### src/rtl/iomem_sram_denetleyici.sv
// iomem_sram_denetleyici
// Answers the processor's iomem valid/ready bus from a single-port, word-wide
// SRAM macro with a byte write mask and a fixed read latency. Requests outside
// the SRAM address window get an immediate error response and never reach
// the SRAM. All outputs are registered; next values are computed from the
// next state so that each output lines up with the state it belongs to.

module iomem_sram_denetleyici #(
  parameter int unsigned ADRES_BIT   = 10,
  parameter logic [31:0] TABAN_ADRES = 32'h4000_0000,
  parameter int unsigned BEKLEME     = 1
) (
  input  logic                 clk_i,
  input  logic                 rst_i,
  input  logic                 iomem_valid_i,
  input  logic [3:0]           iomem_wstrb_i,
  input  logic [31:0]          iomem_addr_i,
  input  logic [31:0]          iomem_wdata_i,
  output logic                 iomem_ready_o,
  output logic [31:0]          iomem_rdata_o,
  output logic                 hata_o,
  output logic                 sram_cs_o,
  output logic                 sram_we_o,
  output logic [3:0]           sram_wmask_o,
  output logic [ADRES_BIT-1:0] sram_adres_o,
  output logic [31:0]          sram_wdata_o,
  input  logic [31:0]          sram_rdata_i
);

  // Window size in bytes; the offset compare below is unsigned, so addresses
  // below the base wrap to huge offsets and fall out of the window.
  localparam logic [31:0] PENCERE_BOY = 32'd4 << ADRES_BIT;

  // Wait counter only has to hold BEKLEME-1.
  localparam int unsigned          SAYAC_BIT = (BEKLEME > 1) ? $clog2(BEKLEME) : 1;
  localparam logic [SAYAC_BIT-1:0] SAYAC_YUK = SAYAC_BIT'(BEKLEME - 1);
  localparam logic [SAYAC_BIT-1:0] SAYAC_SIF = {SAYAC_BIT{1'b0}};
  localparam logic [SAYAC_BIT-1:0] SAYAC_BIR = SAYAC_BIT'(1);

  typedef enum logic [2:0] {
    BOSTA  = 3'd0,
    ERISIM = 3'd1,
    BEKLE  = 3'd2,
    YANIT  = 3'd3,
    HATA   = 3'd4
  } durum_t;

  durum_t               durum_r, durum_s;
  logic [SAYAC_BIT-1:0] sayac_r, sayac_s;
  logic [3:0]           wstrb_r;
  logic [31:0]          ofset_s;
  logic                 pencere_ici_s;

  logic                 ready_s;
  logic                 hata_s;
  logic [31:0]          rdata_s;
  logic                 cs_s;
  logic                 we_s;
  logic [3:0]           wmask_s;

  assign ofset_s       = iomem_addr_i - TABAN_ADRES;
  assign pencere_ici_s = (ofset_s < PENCERE_BOY);

  // State and wait-counter registers.
  always_ff @(posedge clk_i or posedge rst_i) begin
    if (rst_i) begin
      durum_r <= BOSTA;
      sayac_r <= SAYAC_SIF;
    end else begin
      durum_r <= durum_s;
      sayac_r <= sayac_s;
    end
  end

  // Next-state logic: accept, access, wait out the read latency, respond.
  always_comb begin
    durum_s = durum_r;
    sayac_s = sayac_r;
    case (durum_r)
      BOSTA: begin
        if (iomem_valid_i) begin
          if (pencere_ici_s) begin
            durum_s = ERISIM;
          end else begin
            durum_s = HATA;
          end
        end else begin
          durum_s = BOSTA;
        end
      end
      ERISIM: begin
        if (|wstrb_r) begin
          durum_s = YANIT;
        end else begin
          durum_s = BEKLE;
          sayac_s = SAYAC_YUK;
        end
      end
      BEKLE: begin
        if (sayac_r == SAYAC_SIF) begin
          durum_s = YANIT;
        end else begin
          sayac_s = sayac_r - SAYAC_BIR;
        end
      end
      YANIT:   durum_s = BOSTA;
      HATA:    durum_s = BOSTA;
      default: durum_s = BOSTA;
    endcase
  end

  // Next output values, derived from the state being entered. The only way
  // into ERISIM is from BOSTA, so the live strobes equal what gets latched.
  always_comb begin
    ready_s = (durum_s == YANIT) || (durum_s == HATA);
    hata_s  = (durum_s == HATA);
    cs_s    = (durum_s == ERISIM);
    if (cs_s) begin
      we_s    = |iomem_wstrb_i;
      wmask_s = iomem_wstrb_i;
    end else begin
      we_s    = 1'b0;
      wmask_s = 4'b0000;
    end
    if ((durum_r == BEKLE) && (sayac_r == SAYAC_SIF)) begin
      rdata_s = sram_rdata_i;
    end else begin
      rdata_s = 32'h0000_0000;
    end
  end

  // Request latches: word address and write data go straight to the SRAM
  // pins, strobes are kept for the read/write decision in ERISIM.
  always_ff @(posedge clk_i or posedge rst_i) begin
    if (rst_i) begin
      sram_adres_o <= {ADRES_BIT{1'b0}};
      sram_wdata_o <= 32'h0000_0000;
      wstrb_r      <= 4'b0000;
    end else if ((durum_r == BOSTA) && iomem_valid_i) begin
      sram_adres_o <= ofset_s[ADRES_BIT+1:2];
      sram_wdata_o <= iomem_wdata_i;
      wstrb_r      <= iomem_wstrb_i;
    end else begin
      sram_adres_o <= sram_adres_o;
      sram_wdata_o <= sram_wdata_o;
      wstrb_r      <= wstrb_r;
    end
  end

  // Registered bus and SRAM control outputs; the read-data register doubles
  // as the read-data latch, holding the word for the single YANIT cycle.
  always_ff @(posedge clk_i or posedge rst_i) begin
    if (rst_i) begin
      iomem_ready_o <= 1'b0;
      hata_o        <= 1'b0;
      iomem_rdata_o <= 32'h0000_0000;
      sram_cs_o     <= 1'b0;
      sram_we_o     <= 1'b0;
      sram_wmask_o  <= 4'b0000;
    end else begin
      iomem_ready_o <= ready_s;
      hata_o        <= hata_s;
      iomem_rdata_o <= rdata_s;
      sram_cs_o     <= cs_s;
      sram_we_o     <= we_s;
      sram_wmask_o  <= wmask_s;
    end
  end

endmodule
### config.mk
export PLATFORM = sky130hd
export DESIGN_NAME = iomem_sram_denetleyici
export DESIGN_NICKNAME = d
export VERILOG_FILES = /design/src/rtl/iomem_sram_denetleyici.sv
export SDC_FILE = /design/constraint.sdc
export NUM_CORES = 1
export LEC_CHECK = 0
export CORE_ASPECT_RATIO = 1.1
export CORE_MARGIN = 4
export CORE_UTILIZATION = 38
export CTS_BUF_LIST = sky130_fd_sc_hd__clkbuf_8 sky130_fd_sc_hd__clkbuf_16
export CTS_CLUSTER_DIAMETER = 150
export DETAILED_ROUTE_END_ITERATION = 12
export PLACE_DENSITY = 0.8
export SYNTH_ARGS = -nofsm -noshare
export SYNTH_HDL_FRONTEND = slang
export SYNTH_SLANG_ARGS = --single-unit
### constraint.sdc
create_clock -name clk_i -period 4.5 [get_ports clk_i]
set_clock_uncertainty 0.15 [all_clocks]
set_input_delay 0.9 -clock clk_i [delete_from_list [all_inputs] [get_ports clk_i]]
set_output_delay 0.9 -clock clk_i [all_outputs]
set_load 0.05 [all_outputs]
==> impl_metrics.ini <==
[logic_synthesis]
synthXorXnorAreaFrac_pct = 0.271
synth-compound-area-share_pct = 1.43
synth.area.top_cells = dfrtp_1 69%, mux2_2 16%, and2_1 6.2%
synth.avg_cell_area_sq_um = 15.6
synth_top_area_share_pct = 68.9
syn_nets = 310
yosys.area_share.simple_pct = 11.2
ys_seq_elements = 89
yosysWarningCount = 0
syn_inst = 207
synth_fa_ha_area_share_pct = 0
synth_top_cell_by_area = dfrtp_1
yosysSeqAreaShare_pct = 68.9
synth_top_family_by_area = multiplexers
yosysUniqueCellTypes = 25
synth.cell_area_sq_mm = 0.00323
synth.area.mux_share_pct = 16.0

[sta]
rsz0062_at_grt = no
worst_pin_slew_ns = 0.962
slew_headroom_pct = 35.8
min_period_ns = 2.61
fmax_mhz = 383
tns_ns = 0
drv_slew = 0
finalCritPeriodShare_pct = 58.0
setup_viol = 0
finalHoldViolCount = 0

[job]
maxCapViolCount = 0

[global_routing]
grt_pass1_wl_mm = 11.4
grt_overflow = 0
antenna_found_initial = 0
grt_util_all_layers_pct = 14.6
grt_max_degree = 60
grt_pass1_vias = 2384

[cells_and_area]
regArea_sq_mm = 0.00223
final_cell_mix = 182 x clkdlybuf4s50_1, 89 x dfrtp_1, 46 x mux2_2
multiInputGateArea_sq_um = 941
drive_above_1_share_pct = 18.0
areaGrowthSynthToFinish_pct = 67.2
diodes = 0
fill_cells = 643
layout.nets = 498
final_common_cell = clkdlybuf4s50_1

[floorplanning]
chipWidth_microns = 96.0
die_h_microns = 105
num_rows = 35
dieArea_sq_mm = 0.0101
core_sq_mm = 0.00832
io_pins = 185
initial_utilization_pct = 38.9

[worst_setup_path]
arrival_ns = 2.68
crit_type = input port to register
crit_buf_inv = 2
cp_max_fo = 42
path_delay_family = buffers and inverters
critical-path-slowest-cell = nor4b_4
critPathCaptureType = register
max_stage_delay_ns = 0.62
setup.worst_path.start_class = input port
cp.required_ns = 4.57
worstPathCellList = clkdlybuf4s50_1 > nor4b_4 > buf_12 > mux2_2

[cts]
cts_hold_buffers = 0
clock_path_buffers = 2
cts_root_buffer = clkbuf_8
h-tree-depth = 3
clock-sinks = 89
cts_tree = built
post_cts_buffers = 0
cts_buffers = 9
path_clk_slew_ns = 0.08
cts.repair.resized = 0
clkLatencyLatePin_ns = 0.34

[detailed_routing]
drc = 0
drt_iter0_markers = 67
drt_first_pass_iters = 4
wl_mm = 7.40
vias = 2270
routedWlPerCell_microns = 14.5
ant_nets = 0
vias_per_cell = 4.44

[pwr]
ir_drop_mv = 0.319
power_uw = 3820
power_leakage_uw = 0.00229
p_per_area_mw_per_mm2 = 706

[min_path]
hold_class = register to register

[placement]
portBuffers = 182
hpwl_mm = 5.89
place_congestion = 0.749

[run_status]
status = finished clean
==> cell type report <==
class	count	area share, %
multi-input cells	105	17.4
flip-flops and latches	89	41.2
inverters	5	0.370
clock inverters	7	1.87
clock buffers	9	2.29
well taps	111	2.57
repair buffers	185	34.3
==> path summary, 6_finish.rpt <==
check                           startpoint                to  slack (ns)  depth (start not counted)
max                          iomem_valid_i   sram_wdata_o[6]        1.89                          4
min                        sram_adres_o[7]   sram_adres_o[7]        0.36                          1
max reg2reg                     durum_r[0]   sram_wdata_o[6]        2.36                          3
min reg2reg                sram_adres_o[7]   sram_adres_o[7]        0.36                          1
max in group asynchronous            rst_i  sram_wdata_o[23]        2.35                          3
min in group asynchronous            rst_i  iomem_rdata_o[3]        0.92                          2
==> state kept, by name, indices dropped and copies added (netlist names) <==
register,flops
iomem_rdata_o,32
sram_wmask_o,4
sram_cs_o,1
hata_o,1
iomem_ready_o,1
sram_we_o,1
durum_r,3
wstrb_r,4
sram_wdata_o,32
sram_adres_o,10
==> kinds of logic after synthesis <==
| family | Yosys count |
|---|---|
| multiplexers | 46 |
| XOR/XNOR | 1 |
| AND/OR/NAND/NOR | 52 |
| AO/OA/AOI/OAI | 6 |
| buffers and inverters | 13 |
| flip-flops | 89 |
==> synth_stat cells <==
master and n:
nor3_2 1, nor4b_2 1, clkbuf_1 3, a211o_1 1
nand2_1 1, nor3_1 4, and2_1 32, nor3b_1 1
nor4_1 5, or3b_2 1, o21a_1 2, dfrtp_1 89
nor4b_4 1, buf_4 4, o21bai_1 1, a21boi_0 1
nand3_4 1, buf_6 1, nor4_2 1, a211oi_1 1
mux2_2 46, nand3_1 1, nor2_1 2, inv_1 5
xnor2_1 1
==> routing by layer <==
| layer | global-route usage, % | wire length, microns |
|---|---|---|
| met1 | 16.3 | 2630 |
| met2 | 24.6 | 3770 |
| met3 | 7.34 | 959 |
| met4 | 3.66 | 39 |
| met5 | 0 | 0 |
==> power breakdown <==
group / switching, uW / total, uW / internal (uW)
registers: 130 / 1210 / 1080
logic: 1240 / 2000 / 768
clock network: 280 / 599 / 320
total: 1650 / 3820 / 2170
==> per-stage QoR <==
step / util, % / setup slack (ns) / area, sq um / cells / hold WS [ns]
final: 65.0 / 1.89 / 5410 / 511 / 0.358
after global routing: 65.0 / 1.81 / 5410 / 511 / 0.370
after CTS: 65.0 / 1.87 / 5410 / 511 / 0.363
after detailed placement: 62.3 / 1.50 / 5180 / 495 / 0.344
after global placement: 62.3 / 1.51 / 5180 / 495 / 0.338
after floorplan: - / 1.14 / 3230 / 207 / 0.331
Power figures use the tool's default switching activity.
